[src/rtl/video_pkg.sv]
// Shared types and constants for the AXI4-Stream video pattern source.
// Pattern and FSM encodings plus the LFSR seed and step function.
package video_pkg;

    typedef enum logic [1:0] {
        GRADIENT = 2'd0,
        CONST    = 2'd1,
        CHECKER  = 2'd2,
        LFSR     = 2'd3
    } pattern_mode_e;

    typedef enum logic [1:0] {
        IDLE   = 2'd0,
        ACTIVE = 2'd1,
        HBLANK = 2'd2
    } state_e;

    localparam logic [15:0] LFSR_SEED = 16'hACE1;

    // Fibonacci taps 16,14,13,11 expressed as bits 15,13,12,10.
    function automatic logic [15:0] lfsr_next(input logic [15:0] s);
        return {s[14:0], s[15] ^ s[13] ^ s[12] ^ s[10]};
    endfunction

endpackage

[src/rtl/lfsr16.sv]
// 16-bit Fibonacci LFSR with synchronous seed load and step enable.
// Load has priority so a frame restart always reseeds cleanly.
module lfsr16
    import video_pkg::*;
(
    input  logic        clk,
    input  logic        rst,
    input  logic        load,
    input  logic        advance,
    output logic [15:0] q
);

    logic [15:0] q_q;
    logic [15:0] q_d;

    // Next value: reseed, step, or hold.
    always_comb begin
        q_d = q_q;
        if (load) begin
            q_d = LFSR_SEED;
        end else if (advance) begin
            q_d = lfsr_next(q_q);
        end
    end

    // Shift register state.
    always_ff @(posedge clk) begin
        if (rst) begin
            q_q <= LFSR_SEED;
        end else begin
            q_q <= q_d;
        end
    end

    assign q = q_q;

endmodule

[src/rtl/axis_video_pattern_gen.sv]
// AXI4-Stream raster source: gradient, constant, checkerboard or LFSR.
// tuser flags frame start, tlast flags end of line; outputs fully registered.
module axis_video_pattern_gen
    import video_pkg::*;
#(
    parameter int DATA_WIDTH   = 8,
    parameter int FRAME_WIDTH  = 20,
    parameter int FRAME_HEIGHT = 20,
    parameter int H_BLANK      = 0
) (
    input  logic                  clk,
    input  logic                  rst,
    input  logic                  start,
    input  logic                  continuous,
    input  logic [1:0]            mode,
    input  logic [DATA_WIDTH-1:0] const_value,
    output logic                  busy,
    output logic                  frame_done,
    output logic [DATA_WIDTH-1:0] m_axis_tdata,
    output logic                  m_axis_tvalid,
    output logic                  m_axis_tlast,
    output logic                  m_axis_tuser,
    input  logic                  m_axis_tready
);

    localparam int CW = (FRAME_WIDTH > 1) ? $clog2(FRAME_WIDTH) : 1;
    localparam int RW = (FRAME_HEIGHT > 1) ? $clog2(FRAME_HEIGHT) : 1;
    localparam logic [CW-1:0] COL_LAST = CW'(FRAME_WIDTH - 1);
    localparam logic [RW-1:0] ROW_LAST = RW'(FRAME_HEIGHT - 1);
    localparam logic [7:0] BLANK_INIT = 8'((H_BLANK > 0) ? H_BLANK - 1 : 0);

    state_e                state_q, state_d;
    pattern_mode_e         mode_q, mode_d;
    logic [DATA_WIDTH-1:0] const_q, const_d;
    logic [CW-1:0]         col_q, col_d;
    logic [RW-1:0]         row_q, row_d;
    logic [7:0]            blank_q, blank_d;
    logic                  tvalid_q, tvalid_d;
    logic [DATA_WIDTH-1:0] tdata_q, tdata_d;
    logic                  tlast_q, tlast_d;
    logic                  tuser_q, tuser_d;
    logic                  busy_q, busy_d;
    logic                  done_q, done_d;

    logic [15:0]           lfsr_q;
    logic                  lfsr_load;
    logic                  lfsr_adv;

    logic                  hs;
    logic                  last_col;
    logic                  last_row;
    logic [CW-1:0]         nx_col;
    logic [RW-1:0]         nx_row;

    pattern_mode_e         sel_mode;
    logic [RW-1:0]         sel_row;
    logic [CW-1:0]         sel_col;
    logic [DATA_WIDTH-1:0] sel_const;
    logic [DATA_WIDTH-1:0] sel_lfsr;
    logic                  frame_start;
    logic                  load_px;

    function automatic logic [DATA_WIDTH-1:0] pixel_of(
        input pattern_mode_e         m,
        input logic [RW-1:0]         r,
        input logic [CW-1:0]         c,
        input logic [DATA_WIDTH-1:0] cv,
        input logic [DATA_WIDTH-1:0] lf
    );
        case (m)
            GRADIENT: return DATA_WIDTH'(32'(r) + 32'(c));
            CONST:    return cv;
            CHECKER:  return {DATA_WIDTH{r[0] ^ c[0]}};
            default:  return lf;
        endcase
    endfunction

    lfsr16 u_lfsr (
        .clk     (clk),
        .rst     (rst),
        .load    (lfsr_load),
        .advance (lfsr_adv),
        .q       (lfsr_q)
    );

    assign hs       = tvalid_q & m_axis_tready;
    assign last_col = (col_q == COL_LAST);
    assign last_row = (row_q == ROW_LAST);
    assign nx_col   = last_col ? '0 : col_q + 1'b1;
    assign nx_row   = last_col ? row_q + 1'b1 : row_q;

    // FSM next state, raster advance and next-pixel selection.
    always_comb begin
        state_d     = state_q;
        mode_d      = mode_q;
        const_d     = const_q;
        col_d       = col_q;
        row_d       = row_q;
        blank_d     = blank_q;
        tvalid_d    = tvalid_q;
        tdata_d     = tdata_q;
        tlast_d     = tlast_q;
        tuser_d     = tuser_q;
        busy_d      = busy_q;
        done_d      = 1'b0;
        lfsr_load   = 1'b0;
        lfsr_adv    = 1'b0;
        frame_start = 1'b0;
        load_px     = 1'b0;
        sel_mode    = mode_q;
        sel_row     = nx_row;
        sel_col     = nx_col;
        sel_const   = const_q;
        sel_lfsr    = DATA_WIDTH'(lfsr_next(lfsr_q));

        case (state_q)
            IDLE: begin
                if (start) begin
                    frame_start = 1'b1;
                end
            end
            ACTIVE: begin
                if (hs) begin
                    if (last_col && last_row) begin
                        done_d = 1'b1;
                        if (continuous) begin
                            frame_start = 1'b1;
                        end else begin
                            state_d  = IDLE;
                            tvalid_d = 1'b0;
                            busy_d   = 1'b0;
                        end
                    end else begin
                        lfsr_adv = 1'b1;
                        col_d    = nx_col;
                        row_d    = nx_row;
                        load_px  = 1'b1;
                        // Next pixel is staged now and released after the gap.
                        if (last_col && (H_BLANK > 0)) begin
                            state_d  = HBLANK;
                            tvalid_d = 1'b0;
                            blank_d  = BLANK_INIT;
                        end
                    end
                end
            end
            HBLANK: begin
                if (blank_q == 8'd0) begin
                    state_d  = ACTIVE;
                    tvalid_d = 1'b1;
                end else begin
                    blank_d = blank_q - 8'd1;
                end
            end
            default: begin
                state_d  = IDLE;
                tvalid_d = 1'b0;
                busy_d   = 1'b0;
            end
        endcase

        // Frame start latches the pattern and presents pixel (0,0).
        if (frame_start) begin
            state_d   = ACTIVE;
            mode_d    = pattern_mode_e'(mode);
            const_d   = const_value;
            col_d     = '0;
            row_d     = '0;
            tvalid_d  = 1'b1;
            busy_d    = 1'b1;
            lfsr_load = 1'b1;
            load_px   = 1'b1;
            sel_mode  = pattern_mode_e'(mode);
            sel_row   = '0;
            sel_col   = '0;
            sel_const = const_value;
            sel_lfsr  = DATA_WIDTH'(LFSR_SEED);
        end

        if (load_px) begin
            tdata_d = pixel_of(sel_mode, sel_row, sel_col,
                               sel_const, sel_lfsr);
            tlast_d = (sel_col == COL_LAST);
            tuser_d = (sel_row == '0) && (sel_col == '0);
        end
    end

    // State and output registers.
    always_ff @(posedge clk) begin
        if (rst) begin
            state_q  <= IDLE;
            mode_q   <= GRADIENT;
            const_q  <= '0;
            col_q    <= '0;
            row_q    <= '0;
            blank_q  <= '0;
            tvalid_q <= 1'b0;
            tdata_q  <= '0;
            tlast_q  <= 1'b0;
            tuser_q  <= 1'b0;
            busy_q   <= 1'b0;
            done_q   <= 1'b0;
        end else begin
            state_q  <= state_d;
            mode_q   <= mode_d;
            const_q  <= const_d;
            col_q    <= col_d;
            row_q    <= row_d;
            blank_q  <= blank_d;
            tvalid_q <= tvalid_d;
            tdata_q  <= tdata_d;
            tlast_q  <= tlast_d;
            tuser_q  <= tuser_d;
            busy_q   <= busy_d;
            done_q   <= done_d;
        end
    end

    assign busy          = busy_q;
    assign frame_done    = done_q;
    assign m_axis_tdata  = tdata_q;
    assign m_axis_tvalid = tvalid_q;
    assign m_axis_tlast  = tlast_q;
    assign m_axis_tuser  = tuser_q;

endmodule

[config.mk]
export PLATFORM = sky130hd
export DESIGN_NAME = axis_video_pattern_gen
export DESIGN_NICKNAME = d
export VERILOG_FILES = /design/src/rtl/video_pkg.sv /design/src/rtl/lfsr16.sv /design/src/rtl/axis_video_pattern_gen.sv
export SDC_FILE = /design/constraint.sdc
export NUM_CORES = 1
export LEC_CHECK = 0
export CORE_MARGIN = 4
export CORE_UTILIZATION = 50
export DETAILED_ROUTE_END_ITERATION = 8
export PLACE_DENSITY = 0.71
export SYNTH_ARGS = -nofsm -noshare
export SYNTH_HDL_FRONTEND = slang
export SYNTH_SLANG_ARGS = --single-unit
[constraint.sdc]
create_clock -name clk -period 5.1 [get_ports clk]
set_input_delay 1.275 -clock clk [delete_from_list [all_inputs] [get_ports clk]]
set_output_delay 1.275 -clock clk [all_outputs]
set_load 0.01 [all_outputs]
==> reports/metrics.csv <==
stage,metric,value,unit
outcome,status,"finished, final reports clean",
worst_hold_path,worstHoldEndpoint,u_lfsr.q[12],
power,power.density_cell_area,270,nW/um2
detailed_routing,drt_first_iter_violations,228,
global_routing,grt_first_pass_wirelength,10.3,mm
sta,rsz0062_at_grt,false,
die,number_of_cell_rows,26,
die,design.portCount,28,
detailed_routing,drcViolationCount,0,
sta,maxSlewViolCount,0,
clock_network,cts_max_path_buffers,2,
detailed_routing,met3_routed_length,458,um
sta,relSlewSlack,0.496,
clock_network,insertion_delay,310,ps
worst_setup_path,crit_arrival,4210,ps
worst_setup_path,worstPathRequired,5280,ps
die,start_util,0.519,
clock_network,clock_sinks,48,
placement,placement.io_buffers,27,
finish,num_antenna_cells,0,
global_routing,initial_antenna_violation_count,0,
worst_hold_path,holdPathStages,2,
worst_setup_path,crit-reg2reg-capture,m_axis_tdata[2],
power,p_total,0.823,mW
worst_setup_path,crit_path_start_kind,flip-flop,
worst_setup_path,timing.critical_path.cells,"ha_1, and4bb_1, nand4_1, o21ai_1, nor2_1, ha_1, fa_1, xor2_1, mux4_2, o21ai_0, a211oi_1",
placement,dpl.hpwl,4.37,mm
sta,worst_hold_slack,455,ps
detailed_routing,met1Wirelength,2.85,mm
clock_network,cts_setup_buffers,0,
worst_hold_path,min_from,u_lfsr.q[11],
synth,async_flop_share,0,
detailed_routing,post_drt_wl_per_cell,14.3,um
worst_setup_path,rr_startpoint,col_q[0],
worst_setup_path,crit_type,flip-flop to flip-flop,
synth,synthesis.yosys.warnings,0,
detailed_routing,detail_route.first_pass.iterations,6,
worst_setup_path,timing.critical_path.fanout_max,13,
synth,synth_edf_count,0,
detailed_routing,top_signal_layer_used,met4,
finish,layout.core_utilization,0.597,
sta,worstMarginPinSlew,755,ps
synth,synthesis.instances,344,
synth,synth_sequential_area_ratio,0.363,
sta,period_share,0.790,
detailed_routing,route.antenna.remaining_nets,0,
sta,setup_violations,0,
synth,post_synth_num_cell_types,49,
synth,synth_area_per_cell,7.70,um2
synth,ys_ff_latch,48,
synth,prevailing_post_synth_register_cell,dfxtp_1,
detailed_routing,routed_via_density,5.62,
placement,gp_congestion,0.928,
die,die_w,80.8,um
finish,nets,379,
detailed_routing,detail_route.wirelength,6.10,mm
worst_hold_path,min_path_type,flip-flop to flip-flop,
clock_network,htree_levels,2,
global_routing,gr-total-overflow,0,
synth,mappedNetlistNets,367,
power,power.static_leakage,1.14,nW
worst_setup_path,cp_num_cells,11,
clock_network,worst_setup_hold_path_clk_slew,90,ps
worst_setup_path,cell_type_with_the_highest_occurrence_count_on_the_critical_path,ha_1,
die,die-height,80.8,um
die,core_region_area,5110,um2
worst_setup_path,critPathCaptureType,flip-flop,
global_routing,grt.total_usage,0.200,
job,max_cap_viol_count,0,
clock_network,cts_root_buf,clkbuf_8,
worst_setup_path,timing.reg2reg.worst_path_depth,11,
sta,timing.clock.skew,10.4,ps
sta,timing.setup.tns,0,ps
die,fp.dieArea,6530,um2
worst_setup_path,buffers_inverters_on_critical_path,0,
synth,synthesis.area,2650,um2
worst_setup_path,worst_path_slowest_cell,o21ai_1,
clock_network,tritoncts.num_buffers,5,
detailed_routing,routed-via-count,2400,
detailed_routing,met2_length,2.69,mm
finish,layout-area-overhead-vs-synth,15.1,%
clock_network,tritoncts,done,
worst_setup_path,timing.reg2reg.setup_slack,1070,ps
finish,drive_above_1_share,0.0588,
finish,final.fill_count,479,
clock_network,post_cts_resize_count,0,
worst_setup_path,critical-path-top-delay-family,adder cells,
global_routing,vias_in_the_first_global_route,2202,
global_routing,grt_max_degree,26,
worst_setup_path,timing.critical_path.slowest_cell_delay,560,ps
power,power.ir.vdd_worst,0.171,mV
sta,post-route-min-period,4030,ps
sta,final_hold_viol_count,0,
sta,fmax,248,MHz
clock_network,cts.hold.buffers_added,0,
## worst min-delay path: stages, from the launching register on
cell and delay (ps):
dfxtp_1 320, nand2_1 50, a21oi_1 50
## power by group
part	internal [mW]	switching, mW
Sequential	0.392	0.0137
Combinational	0.0565	0.0650
Clock	0.161	0.136
## cell usage in the layout, fill, tap and decap left out, types with 5 or more instances in the layout
cell type | netlist | routed
a21oi_1 | 26 | 26
nand3_1 | 13 | 13
clkbuf_8 | 0 | 6
nor3_1 | 7 | 7
nand2_1 | 69 | 69
dfxtp_1 | 48 | 48
a211oi_1 | 6 | 6
clkdlybuf4s50_1 | 0 | 27
a311oi_1 | 5 | 5
nor2_1 | 40 | 40
buf_4 | 1 | 5
xnor2_1 | 11 | 11
o21ai_0 | 12 | 12
mux2_2 | 5 | 5
ha_1 | 7 | 7
o211ai_1 | 5 | 5
nand4_1 | 5 | 5
xor2_1 | 5 | 5
## cell families (layout without fill, tap and decap cells)
group,Yosys count,count (layout),share of synthesized area
AOI/OAI and AO/OA,73,73,0.179
DFF,48,48,0.363
adders and majority gates,8,8,0.0406
buffers and inverters,31,44,0.0501
xor gates and xnor gates,16,16,0.0529
and+or+nand+nor,158,158,0.269
muxes,10,10,0.0449
## metrics by stage
| step | std cells | cell area (um2) | setup WS (ps) |
|---|---|---|---|
| floorplan | 344 | 2650 | 1050 |
| global placement | 419 | 2930 | 918 |
| detailed placement | 419 | 2930 | 826 |
| CTS | 427 | 3050 | 1110 |
| global route | 427 | 3050 | 788 |
| finish | 427 | 3050 | 1070 |
## how the worst max path moves through the flow
| stage | start | end | slack [ps] |
|---|---|---|---|
| floorplan | m_axis_tready | m_axis_tdata[2] | 1050 |
| global placement | m_axis_tready | m_axis_tdata[2] | 920 |
| detailed placement | m_axis_tready | m_axis_tdata[2] | 830 |
| CTS | col_q[0] | m_axis_tdata[2] | 1110 |
| global route | col_q[0] | m_axis_tdata[2] | 790 |
| finish | col_q[0] | m_axis_tdata[2] | 1070 |
## cell type report
| cell class | count | area, um2 | share of cell area |
|---|---|---|---|
| Timing Repair Buffer | 32 | 308 | 0.101 |
| Clock buffer | 6 | 82.6 | 0.0271 |
| Multi-Input combinational cell | 265 | 1560 | 0.510 |
| Sequential cell | 48 | 961 | 0.315 |
| Clock inverter | 2 | 38.8 | 0.0127 |
| Tap cell | 70 | 87.6 | 0.0287 |
| Inverter | 4 | 15.0 | 0.00493 |
## flip-flops by register name (all words and copies together), names as in the netlist, 2 cells and up
signal / count
m_axis_tdata: 8
const_q: 8
row_q: 5
col_q: 5
u_lfsr.q: 16
mode_q: 2
## synthesized netlist by cell type, types with 2 or more instances
cell / number / share of area
xnor2_1: 11 / 0.036
a21oi_1: 26 / 0.049
ha_1: 7 / 0.033
nor4_1: 3 / 0.0071
a22oi_1: 2 / 0.0057
a311oi_1: 5 / 0.017
nor3_1: 7 / 0.013
or3_1: 3 / 0.0071
a31oi_1: 4 / 0.0094
dfxtp_1: 48 / 0.36
clkbuf_1: 18 / 0.026
inv_1: 4 / 0.0057
mux2i_1: 4 / 0.015
xor2_1: 5 / 0.017
o21ai_0: 12 / 0.023
nand3b_1: 3 / 0.0085
and2_1: 3 / 0.0071
mux2_2: 5 / 0.021
nor2_1: 40 / 0.057
nand3_1: 13 / 0.025
buf_2: 4 / 0.0076
buf_1: 3 / 0.0043
nand2_1: 69 / 0.098
nor2b_1: 3 / 0.0071
nand4_1: 5 / 0.012
a21o_1: 2 / 0.0057
nand2b_1: 4 / 0.0094
a211oi_1: 6 / 0.017
o211ai_1: 5 / 0.014
## metal layers
layer | vias up | GRT usage
li1 | 1223 | -
met1 | 1090 | 0.270
met2 | 78 | 0.315
met3 | 9 | 0.0477
met4 | 0 | 0.0642
met5 | - | 0
Note: power is estimated with default switching activity, not from simulation.
